File: config.mk
export PLATFORM = sky130hd
export DESIGN_NAME = fetch_unit
export DESIGN_NICKNAME = d
export VERILOG_FILES = /design/src/rtl/fetch_pkg.sv /design/src/rtl/fetch_buf.sv /design/src/rtl/fetch_unit.sv
export SDC_FILE = /design/constraint.sdc
export NUM_CORES = 1
export LEC_CHECK = 0
export CORE_ASPECT_RATIO = 1.25
export CORE_UTILIZATION = 55
export DETAILED_ROUTE_END_ITERATION = 10
export HOLD_SLACK_MARGIN = 0.12
export PLACE_DENSITY = 0.83
export SYNTH_ARGS = -nofsm -noshare
export SYNTH_HDL_FRONTEND = slang
export SYNTH_SLANG_ARGS = --single-unit
File: constraint.sdc
create_clock -name clk -period 9.6 [get_ports clk]
set_input_delay 2.4 -clock clk [delete_from_list [all_inputs] [get_ports clk]]
set_output_delay 2.4 -clock clk [all_outputs]
set_load 0.1 [all_outputs]
File: src/rtl/fetch_pkg.sv
// Shared types and constants for the instruction fetch stage.
package fetch_pkg;

    typedef enum logic [1:0] {
        StIdle,
        StBusy,
        StDrain
    } fetch_state_e;

    localparam logic [31:0] NOP_INSTR = 32'h00000013;
    localparam int unsigned PC_STEP   = 4;

endpackage

File: src/rtl/fetch_buf.sv
// Two-entry FIFO of fetched {instr, pc}; flush wins over push.
module fetch_buf
    import fetch_pkg::*;
#(
    parameter int unsigned        ADDR_W   = 32,
    parameter logic [ADDR_W-1:0]  RESET_PC = '0
) (
    input  logic              clk,
    input  logic              rst,
    input  logic              push_i,
    input  logic              pop_i,
    input  logic              flush_i,
    input  logic [31:0]       push_instr_i,
    input  logic [ADDR_W-1:0] push_pc_i,
    output logic [1:0]        count_o,
    output logic              head_valid_o,
    output logic [31:0]       head_instr_o,
    output logic [ADDR_W-1:0] head_pc_o
);

    logic [31:0]       instr_q [2];
    logic [ADDR_W-1:0] pc_q    [2];
    logic              rd_ptr_q;
    logic              wr_ptr_q;
    logic [1:0]        count_q;
    logic [ADDR_W-1:0] last_pc_q;
    logic              do_pop;

    assign do_pop = pop_i && (count_q != 2'd0);

    always_ff @(posedge clk) begin
        if (rst) begin
            rd_ptr_q  <= 1'b0;
            wr_ptr_q  <= 1'b0;
            count_q   <= 2'd0;
            last_pc_q <= RESET_PC;
        end else begin
            // pc_o keeps showing the last head once the queue empties
            last_pc_q <= head_pc_o;
            if (flush_i) begin
                rd_ptr_q <= 1'b0;
                wr_ptr_q <= 1'b0;
                count_q  <= 2'd0;
            end else begin
                if (push_i) begin
                    instr_q[wr_ptr_q] <= push_instr_i;
                    pc_q[wr_ptr_q]    <= push_pc_i;
                    wr_ptr_q          <= ~wr_ptr_q;
                end
                if (do_pop) begin
                    rd_ptr_q <= ~rd_ptr_q;
                end
                count_q <= count_q + {1'b0, push_i} - {1'b0, do_pop};
            end
        end
    end

    overflow_a: assert property (@(posedge clk) disable iff (rst)
        !(push_i && !flush_i && (count_q == 2'd2)));

    assign count_o      = count_q;
    assign head_valid_o = (count_q != 2'd0);
    assign head_instr_o = head_valid_o ? instr_q[rd_ptr_q] : NOP_INSTR;
    assign head_pc_o    = head_valid_o ? pc_q[rd_ptr_q] : last_pc_q;

endmodule

File: src/rtl/fetch_unit.sv
// Instruction fetch: PC, req/ack memory interface, 2-deep queue to decode, redirects.
// Define FETCH_PERF_EN to add saturating transfer and bubble counters.
module fetch_unit
    import fetch_pkg::*;
#(
    parameter int unsigned        ADDR_W   = 32,
    parameter logic [ADDR_W-1:0]  RESET_PC = '0
) (
    input  logic              clk,
    input  logic              rst,
    output logic              imem_req_o,
    output logic [ADDR_W-1:0] imem_addr_o,
    input  logic              imem_ack_i,
    input  logic [31:0]       imem_rdata_i,
    output logic [31:0]       instr_o,
    output logic [ADDR_W-1:0] pc_o,
    output logic              instr_valid_o,
    input  logic              instr_ready_i,
    input  logic              redirect_i,
    input  logic [ADDR_W-1:0] redirect_pc_i
`ifdef FETCH_PERF_EN
    ,
    output logic [31:0]       fetch_count_o,
    output logic [31:0]       bubble_count_o
`endif
);

    fetch_state_e      state_q, state_d;
    logic [ADDR_W-1:0] pc_q, pc_d;
    logic [ADDR_W-1:0] addr_q, addr_d;
    logic [ADDR_W-1:0] target;
    logic [ADDR_W-1:0] pc_inc;
    logic [1:0]        count;
    logic [1:0]        count_next;
    logic              transfer;
    logic              ack;
    logic              push;
    logic              room;
    logic              unused_pc_lsbs;

    assign target         = {redirect_pc_i[ADDR_W-1:2], 2'b00};
    assign unused_pc_lsbs = ^redirect_pc_i[1:0];
    assign pc_inc         = pc_q + ADDR_W'(PC_STEP);
    assign transfer       = instr_valid_o && instr_ready_i;
    assign ack            = imem_ack_i && imem_req_o;
    // Drained or redirected-away responses never enter the queue
    assign push           = ack && (state_q == StBusy) && !redirect_i;
    assign count_next     = count + {1'b0, push} - {1'b0, transfer};
    assign room           = (count_next <= 2'd1);

    always_ff @(posedge clk) begin
        if (rst) begin
            state_q <= StIdle;
            pc_q    <= RESET_PC;
            addr_q  <= RESET_PC;
        end else begin
            state_q <= state_d;
            pc_q    <= pc_d;
            addr_q  <= addr_d;
        end
    end

    always_comb begin
        state_d = state_q;
        pc_d    = pc_q;
        addr_d  = addr_q;
        unique case (state_q)
            StIdle: begin
                if (redirect_i) begin
                    state_d = StBusy;
                    pc_d    = target;
                    addr_d  = target;
                end else if (room) begin
                    state_d = StBusy;
                    addr_d  = pc_q;
                end
            end
            StBusy: begin
                if (redirect_i) begin
                    pc_d = target;
                    if (ack) begin
                        addr_d = target;
                    end else begin
                        state_d = StDrain;
                    end
                end else if (ack) begin
                    pc_d    = pc_inc;
                    addr_d  = pc_inc;
                    state_d = room ? StBusy : StIdle;
                end
            end
            StDrain: begin
                // The wrong-path request must complete before the target is issued
                if (redirect_i) begin
                    pc_d = target;
                end
                if (ack) begin
                    state_d = StBusy;
                    addr_d  = redirect_i ? target : pc_q;
                end
            end
            default: state_d = StIdle;
        endcase
    end

    always_comb begin
        imem_req_o  = (state_q != StIdle);
        imem_addr_o = addr_q;
    end

    fetch_buf #(
        .ADDR_W   (ADDR_W),
        .RESET_PC (RESET_PC)
    ) u_buf (
        .clk          (clk),
        .rst          (rst),
        .push_i       (push),
        .pop_i        (transfer),
        .flush_i      (redirect_i),
        .push_instr_i (imem_rdata_i),
        .push_pc_i    (addr_q),
        .count_o      (count),
        .head_valid_o (instr_valid_o),
        .head_instr_o (instr_o),
        .head_pc_o    (pc_o)
    );

`ifdef FETCH_PERF_EN
    logic [31:0] fetch_cnt_q;
    logic [31:0] bubble_cnt_q;

    always_ff @(posedge clk) begin
        if (rst) begin
            fetch_cnt_q  <= 32'd0;
            bubble_cnt_q <= 32'd0;
        end else begin
            if (transfer && (fetch_cnt_q != 32'hFFFFFFFF)) begin
                fetch_cnt_q <= fetch_cnt_q + 32'd1;
            end
            if (!instr_valid_o && (bubble_cnt_q != 32'hFFFFFFFF)) begin
                bubble_cnt_q <= bubble_cnt_q + 32'd1;
            end
        end
    end

    assign fetch_count_o  = fetch_cnt_q;
    assign bubble_count_o = bubble_cnt_q;
`endif

endmodule

# ---- Word-level counts from Yosys, hierarchy flattened
# Memory sizes are Yosys's and may differ from the RTL's. A register that Yosys moved wholly into a read port is not among the register bits.
# Index checks and enable logic that the tools add are counted.
dict set report word_totals {
  reg_bits 102
  ram_bits 128
  input_bits 69
  output_inout_bits 98
  elab_cells 67
  n_memories 2
}
dict set report op_classes {
  n_addsub 4
  order_cmp 1
  eq_ne 7
  n_mux 28
  bitwise_logic 2
  reduce_logical 16
}
# name depth word_bits read_ports rd_ports_with_merged_regs wr line_no
set mem_list {}
lappend mem_list {u_buf.instr_q 2 32 1 1 1 fetch_buf.sv:21} ;# logic [31:0] instr_q [2];
lappend mem_list {u_buf.pc_q 2 32 1 1 1 fetch_buf.sv:22} ;# logic [ADDR_W-1:0] pc_q [2];
# op n
set op_table {}
lappend op_table {{32-bit 2-to-1 mux} 10}
lappend op_table {{32-bit one-hot mux with 3 select lines} 1}
lappend op_table {{32-bit one-hot mux with 2 select lines} 1}
lappend op_table {{32-bit by 3-bit adder with 32-bit output (second input constant)} 1}
lappend op_table {{2-bit 2-to-1 mux} 6}
lappend op_table {{1-bit 2-to-1 mux} 9}
lappend op_table {{3-bit inequality test (second input constant)} 3}
lappend op_table {{4-bit AND reduction} 2}
lappend op_table {{2-bit one-hot mux with 3 select lines} 1}
lappend op_table {{2-bit nonzero test} 3}
lappend op_table {{1-bit logical AND} 5}
lappend op_table {{2-bit inequality test (second input constant)} 2}
lappend op_table {{2-bit OR reduction} 2}
lappend op_table {{2-bit by 1-bit subtractor with 2-bit output} 2}
lappend op_table {{3-bit nonzero test} 1}
lappend op_table {{2-bit by 1-bit adder with 2-bit output} 1}
lappend op_table {{2-bit by 1-bit equality test with 1-bit output (second input constant)} 1}
lappend op_table {{2-bit equality test (second input constant)} 1}
lappend op_table {{2-bit by 1-bit <= comparator with 1-bit output (second input constant)} 1}
lappend op_table {{2-bit logical NOT} 1}
lappend op_table {{1-bit NOT} 2}
lappend op_table {{2-bit AND reduction} 1}
lappend op_table {{1-bit logical NOT} 1}

# ---- Logic depth before layout (Yosys ltp)
dict set report depth {
  word_depth 11
  depth_mapped 12
  depth_no_buf 10
}

# ---- Cells and area by module
# From an unflattened synthesis, not the netlist that was laid out.
dict set report hier_totals {
  hier_cells 1030
  hier_area_um2 11004.3
}
# module n_inst cells_each area_each_um2 seq_area_each_um2
set modules_own_cells {}
lappend modules_own_cells {fetch_buf 1 405 6282.3 4584.4}
lappend modules_own_cells {fetch_unit 1 625 4722.0 1321.3}

# ---- Worst setup path after synthesis
# Ideal clock, no wire load.
dict set report synth_path {
  path_kind {input -> register}
  from {input imem_ack_i}
  to {memory u_buf.instr_q[0][0], enable pin}
  setup_time_ns 0.487
  arrival_time_ns 5.980
  required_time_ns 9.113
  path_slack_ns 3.134
  cell_stages 5
  path_buffers 2
  cell_sequence {clkbuf_1 nand2b_1 or3_1 clkbuf_1 nor2_1}
}
dict set report synth_between {
  elab_chain_len 7
}
# item line_no
set synth_lines {}
lappend synth_lines {{start: declaration} fetch_unit.sv:13} ;# input logic imem_ack_i,
lappend synth_lines {{1-bit logical AND} fetch_unit.sv:45} ;# assign ack = imem_ack_i && imem_req_o;
lappend synth_lines {{1-bit logical AND (2 in series)} fetch_unit.sv:47} ;# assign push = ack && (state_q == StBusy) && !redirect_i;
lappend synth_lines {{1-bit 2-to-1 mux} fetch_buf.sv:45} ;# if (push_i) begin
lappend synth_lines {{1-bit 2-to-1 mux} fetch_buf.sv:40} ;# if (flush_i) begin
lappend synth_lines {{1-bit 2-to-1 mux} fetch_buf.sv:32} ;# if (rst) begin
lappend synth_lines {{1-bit 2-to-1 mux (not written as such)} fetch_buf.sv:46} ;# instr_q[wr_ptr_q] <= push_instr_i;
lappend synth_lines {{end: declaration} fetch_buf.sv:21}
# Every way passes these cells.

# ---- Worst setup path in the final report
dict set report layout_path {
  from {input imem_ack_i}
  to {register addr_q[21] (netlist: imem_addr_o[21])}
}
dict set report layout_between {
  elab_chain_len 8
  elab_cells_between_ends 10
  classes_between {add/sub (2); order compare (1); eq/ne (3); reduce/logical (4)}
}
# item line_no
set layout_lines {}
lappend layout_lines {{1-bit logical AND} fetch_unit.sv:45}
lappend layout_lines {{1-bit logical AND (2 in series)} fetch_unit.sv:47}
lappend layout_lines {{via push} fetch_unit.sv:37} ;# logic push;
lappend layout_lines {{2-bit by 1-bit adder with 2-bit output} fetch_unit.sv:48} ;# assign count_next = count + {1'b0, push} - {1'b0, transfer};
lappend layout_lines {{2-bit by 1-bit subtractor with 2-bit output} fetch_unit.sv:48}
lappend layout_lines {{2-bit by 1-bit <= comparator with 1-bit output} fetch_unit.sv:49} ;# assign room = (count_next <= 2'd1);
lappend layout_lines {{3-bit inequality test (no line)} n/a}
lappend layout_lines {{4-bit AND reduction (no line)} n/a}
lappend layout_lines {{end signal: assignment} fetch_unit.sv:59} ;# addr_q <= addr_d;
lappend layout_lines {{end: declaration} fetch_unit.sv:30} ;# logic [ADDR_W-1:0] addr_q, addr_d;
# The timed path passes the listed nets, and every way through them passes these cells.
# A chain may end at the register's enable or synchronous reset.

==> out/results.ini <==
[outcome]
status=finished, final reports clean

[timing]
fin_crit_sh=0.607
min_period_ns=5.83
slew_violations=0
final.setup_skew_ns=0.00825
timing.fmax_mhz=171
hold_viol=0
finalSetupViolCount=0
max-slew-margin-rel=0.188
worst_slew_pin_slew_ns=1.22
fin_ws_ns=3.77
setup-tns-final_ns=0
rsz0062_at_grt=false

[drt]
drt_iter0_drc=578
first_pass_iters=5
post_drt_wl_per_cell_um=17.9
vias_per_cell=5.78
wl_mm=25.1
drcViolationCount=0
detail-route-antenna-nets=0
route.vias.total=8103

[cells_and_area]
layout_commonest_cell=clkdlybuf4s50_1
diodes=0
drive_gt1_frac=0.0701
area_growth_pct=22.5
most-common-layout-cells=clkdlybuf4s50_1 (162), edfxtp_1 (128), dfxtp_1 (102)
post-route-util=0.694
fin_nets=1198
fillers=1424

[power]
switching_share=0.284
p_leak_nw=4.54
switching_power_uw=679
max-vdd-ir-drop_mv=0.127
p_int_mw=1.71
total_power_mw=2.39
seq_power_share=0.470
powerDensity_mw_per_mm2=181
p_clk_frac=0.370
pwr-share-comb=0.160

[grt]
antenna_found_initial=0
grt_pass1_vias=7749
grt_overflow=0
grt_pass1_wl_mm=39.6
grt_start_max_net_pins=95
track_usage=0.249

[synthesis]
synth_cell_types=72
synth_top_area_frac=0.357
synth_top_cell_by_area=edfxtp_1
yosys-top-cells-area=edfxtp_1 (36%), dfxtp_1 (19%), mux2i_1 (7.8%)
synth_edf_count=128
synth_fp_nets=1083
ys_ff_latch=231
syn_area_mm2=0.0108
synth_cells=1010
avgSynthCellArea_um2=10.7
ys_seq_area_frac=0.549
yosysWarnings=0
synthFlopType=edfxtp_1
async_reset_ff_frac=0

[critical_path]
crit_type=in -> reg
crit_path_end_kind=register
worstPathArrival_ns=6.15
path_max_fanout=28
cp-start-kind=input pin
cp.required_ns=9.92

[clocking]
cts-buffers-inserted=23
cts_setup_buffers=0
clk_path_buf_depth=3
ctsHoldBuffers=0
cts.htree.levels=1
cts_tree=done
clkSinkCount=231
clk_latency_ns=0.51
cts_resized=0
clkTransAtPathRegs_ns=0.06
cts-root-buf=clkbuf_16

[floorplan]
start_util=0.567
die_y_um=158
core-area_mm2=0.0190
dieArea_mm2=0.0201
rows=56
pin_count=167
die_width_um=127

[worst_hold_path]
min_path_type=reg -> reg

[job]
drv_cap=0

[place]
pre_cts_ws_ns=3.28
place.gp.congestion=0.878
io_buffers=164
dp_hpwl_mm=16.0

==> per-stage QoR <==
step	hold WS [ns]	area, µm²	cells
2_1_floorplan	0.421	10800	1010
3_3_place_gp	0.436	12400	1361
3_5_place_dp	0.438	12400	1361
4_1_cts	0.458	13200	1403
5_1_grt	0.482	13200	1403
6_report	0.461	13200	1403
==> cell usage after synthesis (7+ instances only) <==
master and number:
o21ai_0 73, nand2b_1 19, nor3_1 22, xnor2_1 16
nor2_1 92, o211ai_1 19, a31oi_1 8, clkbuf_1 41
and3_1 7, nor2b_1 8, nand3_1 22, nor4_1 7
mux2i_1 84, a21oi_1 62, edfxtp_1 128, inv_1 11
dfxtp_1 103, nand4_1 15, buf_2 31, xor2_1 22
nand2_1 77, and2_1 40
==> per-layer routing <==
metal / share of wire / vias up / track usage
li1: - / 3906 / -
met1: 0.40 / 3830 / 0.303
met2: 0.50 / 311 / 0.448
met3: 0.065 / 56 / 0.0386
met4: 0.029 / 0 / 0.0913
met5: 0 / - / 0
==> cells by family (layout without fill, tap and decap cells) <==
group                      Yosys count  after routing  synth area share
AOI/OAI and AO/OA                  219            219             0.130
xor gates and xnor gates            39             39            0.0331
adders and majority gates            4              4           0.00465
buffers and inverters               95            227            0.0409
DFF                                231            231             0.549
muxes                               85             85            0.0792
and+or+nand+nor                    337            337             0.163
==> flip-flops by register name, summed over array words and instances (netlist names), named ones only <==
register         count
u_buf.wr_ptr_q       1
imem_addr_o         32
u_buf.count_o        2
u_buf.last_pc_q     32
state_q              2
pc_q                32
u_buf.pc_q          64
u_buf.rd_ptr_q       1
u_buf.instr_q       64
==> area by class of cell <==
class                           count  area (µm²)  area share
Inverter                           11        41.3     0.00313
Sequential cell                   231        5910       0.448
Tap cell                          261         327      0.0248
Clock inverter                     10        93.8     0.00712
Clock buffer                       32         666      0.0505
Timing Repair Buffer              174        1710       0.130
Multi-Input combinational cell    684        4430       0.336
==> power groups by stage <==
stage                     combinational (mW)  sequential (mW)  clock (mW)
after detailed placement               0.380             1.14           0
final                                  0.382             1.12       0.884
after global placement                 0.374             1.14           0
after CTS                              0.381             1.12       0.900
after floorplan                        0.216             1.20           0
after global routing                   0.402             1.13       0.948
==> final timing paths <==
path / cells past startpoint / end / startpoint / slack (ns)
worst max-delay path: 12 / imem_addr_o[21]$_SDFFE_PP0P_ / imem_ack_i / 3.77
worst min-delay path: 1 / pc_q[1]$_SDFFE_PP0P_ / pc_q[1]$_SDFFE_PP0P_ / 0.46
worst max register to register: 12 / imem_addr_o[21]$_SDFFE_PP0P_ / state_q[0]$_SDFFE_PP0P_ / 5.17
worst min register to register: 1 / pc_q[1]$_SDFFE_PP0P_ / pc_q[1]$_SDFFE_PP0P_ / 0.46
==> critical path, cell delays in order <==
cell and delay (ns):
clkdlybuf4s50_1 0.75, nand2b_1 0.20, nor2_1 0.31, ha_1 0.30
inv_1 0.08, ha_1 0.16, xnor3_2 0.31, o311ai_4 0.98
buf_4 0.40, nand2b_1 0.09, o211ai_1 0.10, a41oi_1 0.06
Power figures use the tool's default switching activity.
